`src/rtl/mux4_rr_arbiter.sv`:
```
// Round-robin arbiter and select sequencer for a 4:1 shared output lane.
// Ports: clk, rst_n, req[3:0], in0..in3 -> gnt, sel, out, out_vld, busy.
module mux4_rr_arbiter #(
  parameter int DW       = 1,
  parameter int MAX_HOLD = 8
) (
  input  logic          clk,
  input  logic          rst_n,
  input  logic [3:0]    req,
  input  logic [DW-1:0] in0,
  input  logic [DW-1:0] in1,
  input  logic [DW-1:0] in2,
  input  logic [DW-1:0] in3,
  output logic [3:0]    gnt,
  output logic [1:0]    sel,
  output logic [DW-1:0] out,
  output logic          out_vld,
  output logic          busy
);

  localparam int HW = (MAX_HOLD > 2) ? $clog2(MAX_HOLD) : 1;
  localparam logic [HW-1:0] HOLD_TOP = HW'(MAX_HOLD - 1);

  typedef enum logic {
    IDLE,
    GRANT
  } state_t;

  state_t        state_q, state_d;
  logic [1:0]    last_q, last_d;
  logic [1:0]    sel_d;
  logic [3:0]    gnt_d;
  logic [HW-1:0] hold_q, hold_d;

  logic [1:0] win;
  logic       own;
  logic       others;
  logic       at_top;
  logic       take;
  logic       drop;

  // Search base+1, base+2, base+3, base; first set bit wins.
  function automatic logic [1:0] pick(
    input logic [3:0] r,
    input logic [1:0] base
  );
    logic [1:0] idx;
    pick = base;
    for (int k = 4; k >= 1; k--) begin
      idx = base + k[1:0];
      if (r[idx]) pick = idx;
    end
  endfunction

  // In GRANT last_q always equals the owner, so one search serves
  // both the initial grant and every handover.
  assign win    = pick(req, last_q);
  assign own    = |(req & gnt);
  assign others = |(req & ~gnt);
  assign at_top = (hold_q == HOLD_TOP);
  assign take   = others && (!own || at_top);
  assign drop   = !own && !others;

  always_ff @(posedge clk or negedge rst_n) begin
    if (!rst_n) begin
      state_q <= IDLE;
      gnt     <= '0;
      sel     <= '0;
      last_q  <= 2'd3;
      hold_q  <= '0;
    end else begin
      state_q <= state_d;
      gnt     <= gnt_d;
      sel     <= sel_d;
      last_q  <= last_d;
      hold_q  <= hold_d;
    end
  end

  always_comb begin
    state_d = state_q;
    gnt_d   = gnt;
    sel_d   = sel;
    last_d  = last_q;
    hold_d  = hold_q;
    unique case (state_q)
      IDLE: begin
        if (|req) begin
          state_d = GRANT;
          gnt_d   = 4'b0001 << win;
          sel_d   = win;
          last_d  = win;
          hold_d  = '0;
        end
      end
      GRANT: begin
        unique case (1'b1)
          take: begin
            gnt_d  = 4'b0001 << win;
            sel_d  = win;
            last_d = win;
            hold_d = '0;
          end
          drop: begin
            state_d = IDLE;
            gnt_d   = '0;
            hold_d  = '0;
          end
          default: begin
            // Saturate so a late competitor rotates at once.
            if (!at_top) hold_d = hold_q + 1'b1;
          end
        endcase
      end
      default: state_d = IDLE;
    endcase
  end

  always_comb begin
    out = '0;
    if (|gnt) begin
      unique case (sel)
        2'd0: out = in0;
        2'd1: out = in1;
        2'd2: out = in2;
        2'd3: out = in3;
        default: out = '0;
      endcase
    end
    out_vld = (|gnt) && req[sel];
    busy    = (state_q == GRANT);
  end

endmodule

```
`config.mk`:
```
export PLATFORM = sky130hd
export DESIGN_NAME = mux4_rr_arbiter
export DESIGN_NICKNAME = d
export VERILOG_FILES = /design/src/rtl/mux4_rr_arbiter.sv
export SDC_FILE = /design/constraint.sdc
export NUM_CORES = 1
export LEC_CHECK = 0
export ABC_AREA = 0
export CAP_MARGIN = 20
export CORE_MARGIN = 8
export CORE_UTILIZATION = 25
export DETAILED_ROUTE_END_ITERATION = 12
export PLACE_DENSITY_LB_ADDON = 0.12
export SYNTH_ARGS = -nofsm -noshare
export SYNTH_HDL_FRONTEND = slang
export SYNTH_SLANG_ARGS = --single-unit
export TNS_END_PERCENT = 100
```
`constraint.sdc`:
```
create_clock -name clk -period 1.6 [get_ports clk]
set_input_delay 0.24 -clock clk [delete_from_list [all_inputs] [get_ports clk]]
set_output_delay 0.24 -clock clk [all_outputs]
set_load 0.1 [all_outputs]
```
Yosys cells after proc, flatten, opt, wreduce, memory -nomap -nowiden
Cells that the tools add are included.
{"block": "word_totals", "input_bits": 10, "out_inout_bits": 9, "reg_bits": 12, "wordCells": 67}
{"block": "op_classes", "eq_ne": 8, "shifts": 1, "n_reduce_logical": 15, "n_lt_le_gt_ge": 4, "mux": 26, "n_addsub": 4, "n_bitwise": 4}
{"cell": "4-bit case mux with 2 select lines", "count": 2}
{"cell": "4-bit OR reduction", "count": 4}
{"cell": "2-bit by 3-bit < comparator with 1-bit output (second input constant)", "count": 4}
{"cell": "2-bit 2-to-1 mux", "count": 5}
{"cell": "3-bit 2-to-1 mux", "count": 3}
{"cell": "4-bit AND", "count": 2}
{"cell": "1-bit binary-select mux with 2-bit select", "count": 4}
{"cell": "1-bit 2-to-1 mux", "count": 7}
{"cell": "3-bit case mux with 2 select lines", "count": 1}
{"cell": "2-bit AND reduction", "count": 3}
{"cell": "2-bit adder (second input constant)", "count": 2}
{"cell": "2-bit == test (second input constant)", "count": 2}
{"cell": "4-bit 2-to-1 mux", "count": 1}
{"cell": "4-bit inverter", "count": 1}
{"cell": "1-bit case mux with 4 select lines", "count": 1}
{"cell": "2-bit case mux with 2 select lines", "count": 1}
{"cell": "1-bit by 2-bit left shift with 4-bit output (first input constant)", "count": 1}
{"cell": "3-bit by 1-bit adder with 3-bit output (second input constant)", "count": 1}
{"cell": "3-bit == test (second input constant)", "count": 1}
{"cell": "1-bit logical AND", "count": 3}
{"cell": "3-bit by 1-bit inequality test with 1-bit output (second input constant)", "count": 1}
{"cell": "3-bit inequality test (second input constant)", "count": 1}
{"cell": "2-bit by 1-bit adder with 2-bit output (second input constant)", "count": 1}
{"cell": "2-bit by 1-bit == test with 1-bit output (second input constant)", "count": 1}
{"cell": "8 further kinds", "count": 9}

Depth between registers and ports, before layout
Gate-level depths: netlist (run 1).
{"block": "depth", "depth_word": 9, "depth_mapped": 5, "depth_no_buf": 5}

Least setup slack after synthesis (run 1)
No wires, ideal clock.
{"block": "synth_path", "path_kind": "reg2out", "startpoint": "reg sel[0]", "endpoint": "out out", "n_path_buf": 0, "path_stages_with_launch": 3, "t_required_ns": 1.360, "arrival_time_ns": 2.689, "path_slack_ns": -1.329, "cell_sequence": "dfrtp_1 > mux4_2 > nor2b_1"}
{"block": "synth_via", "elab_chain_len": 3, "elab_cells_between_ends": 6, "classes_between": "eq/ne: 3; mux: 2; reduce/logical: 1"}
{"item": "start, declared", "line_no": "15", "source": "output logic [1:0] sel,"}
{"item": "start signal, assigned", "line_no": "74", "source": "sel <= sel_d;"}
{"item": "2-bit == test (tied with other cells)", "line_no": "122", "source": "unique case (sel)"}
{"item": "1-bit case mux with 4 select lines *", "line_no": "122"}
{"item": "1-bit 2-to-1 mux *", "line_no": "121", "source": "if (|gnt) begin"}
{"item": "end, declared", "line_no": "16", "source": "output logic [DW-1:0] out,"}
Mark *: on every way between the ends. The rest lies on a longest branch, timed or not.

Final worst setup path (run 1)
Ends and elaborated chain as after synthesis.

==> impl_metrics.yaml, run 1 <==
cts:
  ctsHtreeMaxLevel: 1
  clkSinkCount: 12
  clk_latency_ns: 0.27
  cts_hold_buf: 0
  clock-root-buffer: "clkbuf_4"
  clock_path_buffers: 2
  cts.reportedPaths.clkPinSlew_ns: 0.07
  cts_buffers: 3
  cts_tree: "done"
placement:
  gp_congestion: 0.812
  hpwlAfterDp_mm: 1.59
  portBuffers: 18
floorplan:
  die_h_um: 71.4
  core_um2: 2980
  ios: 19
  die_w_um: 71.4
  dieArea_um2: 5100
  num_rows: 20
  floorplan.initialDensity: 0.258
setup_path:
  critPathMaxFanout: 4
  reg2reg_depth: 4
  startpoint_type: "flip-flop"
  r2r-start: "gnt[1]"
  worstPathRequired_ns: 1.36
  endpoint_kind: "output port"
  crit_start: "sel[0]"
  crit_type: "flip-flop to output port"
  rr_endpoint: "sel[0]"
  cpPeakStageDelay_ns: 0.49
  cp_data_arrival_time_ns: 1.51
  worstPathCellList: "mux4_2, nor2b_4, buf_12"
  r2r_slack_ns: 0.01
  slowest_stage: "mux4_2"
logic_synthesis:
  syn_inst: 66
  synth_top_area_frac: 0.326
  synth_area_leader_cell: "dfrtp_1"
  ys_ff_latch: 12
  postSynthAreaPerCell_um2: 11.6
  synth_common_cells: "10 x dfrtp_1, 5 x inv_1, 5 x nor2b_1"
  synthFlopType: "dfrtp_1"
  yosysWarnings: 0
  syn_area_um2: 768
  synth_edf_count: 0
  synth_most_common_cell: "dfrtp_1"
  yosysUniqueCellTypes: 31
  synth.area.top_cells: "dfrtp_1 33%, dfstp_2 6.8%, mux2_2 5.9%"
  ys_seq_area_frac: 0.394
  async_flop_share: 1.00
  syn_nets: 78
global_routing:
  grt-ovfl-total: 0
  grt_max_degree: 13
  grt_pass1_vias: 675
  grtUsageTotal: 0.0814
  antenna_found_initial: 0
  grt_pass1_wl_mm: 3.28
pwr:
  p_per_area_nw_per_um2: 2360
  p_clk_frac: 0.079
  seq_power_share: 0.220
  internal-power_uw: 1540
  switchingPower_uw: 1460
  p_leak_uw: 0.000519
  swShare: 0.487
  power_frac_comb: 0.701
  irDropWorstVdd_uv: 529
final_layout:
  fin_util: 0.427
  drive_gt1_frac: 0.611
  diodes: 0
  final_nets: 108
  area_growth_pct: 65.6
routing:
  drc: 0
  drt_iter0_markers: 32
  drt_pass1_iterations: 4
  ant_nets: 0
  routed_wl_mm: 1.96
  wl_per_cell_um: 15.3
  avgViaCountPerCell: 5.30
  vias: 678
worst_hold_path:
  hp-class: "primary input to asynchronous set/reset pin"
timing:
  slew_headroom: 0.655
  fin_crit_ns: 1.75
  finalMaxSlewViolations: 0
  finalSetupViolations: 2
  fin_ws_ns: -0.149
  skew_ns: 0.00592
  max_clock_freq_mhz: 572
  tightest_slew_ns: 0.515
  hold_viol: 0
  hold_ws_ns: 0.304
  rsz0062_at_grt: "true"
  min_period_over_period: 1.09
outcome:
  status: "complete, but fails checks"
  failed_checks: "setup timing"
run:
  maxCapViolCount: 0
-- how the worst max path moves through the flow --
stage	endpoint	depth (start not counted)
after floorplan	out	2
after global placement	gnt[0]	5
after detailed placement	sel[1]	5
after CTS	out	3
after global routing	out_vld	3
final	out	3
-- cell type report --
type                            instances  area (um2)
Tap cell                               33        41.3
Inverter                                5        18.8
Sequential cell                        12         324
Timing Repair Buffer                   25         318
Multi-Input combinational cell         49         534
Clock buffer                            4        36.3
Fill cell                             286        1710
-- logic make-up (layout without fill, tap and decap cells) --
logic type,count (synthesis),after routing,share of synthesized area
flops,12,12,0.394
fa+ha+maj,2,2,0.0326
compound gates,22,22,0.228
buf+inv,5,34,0.0244
simple gates,18,18,0.184
mux,7,7,0.137
-- flip-flops by register name, indices dropped and copies added, names as in the netlist --
signal	flops
hold_q	3
gnt	4
sel	2
last_q	2
busy	1
-- per-layer routing --
| metal | track usage | vias up | share of wire |
|---|---|---|---|
| met5 | 0 | - | 0 |
| met1 | 0.0967 | 332 | 0.43 |
| met4 | 0.0554 | 0 | 0.036 |
| li1 | - | 318 | - |
| met2 | 0.123 | 21 | 0.48 |
| met3 | 0.0237 | 7 | 0.059 |
-- worst max-delay path, delay by kind of cell, from the launching register on --
kind,cells,cell delay [ns]
buffers and inverters,1,0.16
flip-flops,1,0.45
multiplexers,1,0.49
AND/OR/NAND/NOR,1,0.14
-- power by group through the flow --
stage,clock (uW),combinational [uW],sequential (uW)
3_5_place_dp,0,1990,683
5_1_grt,261,2210,688
3_3_place_gp,0,1980,680
6_report,236,2110,661
4_1_cts,250,2020,668
2_1_floorplan,0,897,1050
-- what timing repair did --
item | in CTS | in global routing
buffers inserted | 1 | 1
setup endpoints to repair | 9 | 7
pin swaps | 0 | 6
resized for setup | 5 | 8
-- through the flow --
step / cells / power (uW) / TNS (ns) / cell area [um2] / setup WS, ns
after floorplan: 66 / 1950 / -0.328 / 833 / -0.154
final: 128 / 3000 / -0.294 / 1270 / -0.149
after global placement: 123 / 2660 / -3.55 / 1190 / -0.341
after detailed placement: 123 / 2670 / -3.59 / 1190 / -0.352
after global routing: 128 / 3160 / -0.469 / 1270 / -0.207
after CTS: 128 / 2940 / -0.348 / 1230 / -0.176
-- cells in the final DEF (no fill, tap or decap), drive strengths merged, types with 3 or more instances in the layout --
| master | instances |
|---|---|
| nor2b | 7 |
| mux2 | 5 |
| clkdlybuf4s50 | 5 |
| dfrtp | 10 |
| inv | 5 |
| dlygate4sd2 | 4 |
| buf | 16 |
| clkbuf | 4 |
| o21ai | 3 |
| nor2 | 3 |
| o32ai | 4 |
Note: power is estimated with default switching activity, not from simulation.
==> run 2: changes to the inputs <==
Settings changed: SKIP_LAST_GASP set to 1.
==> results of run 2 <==
The final DEF is identical to that of run 1; final timing and power are the same.
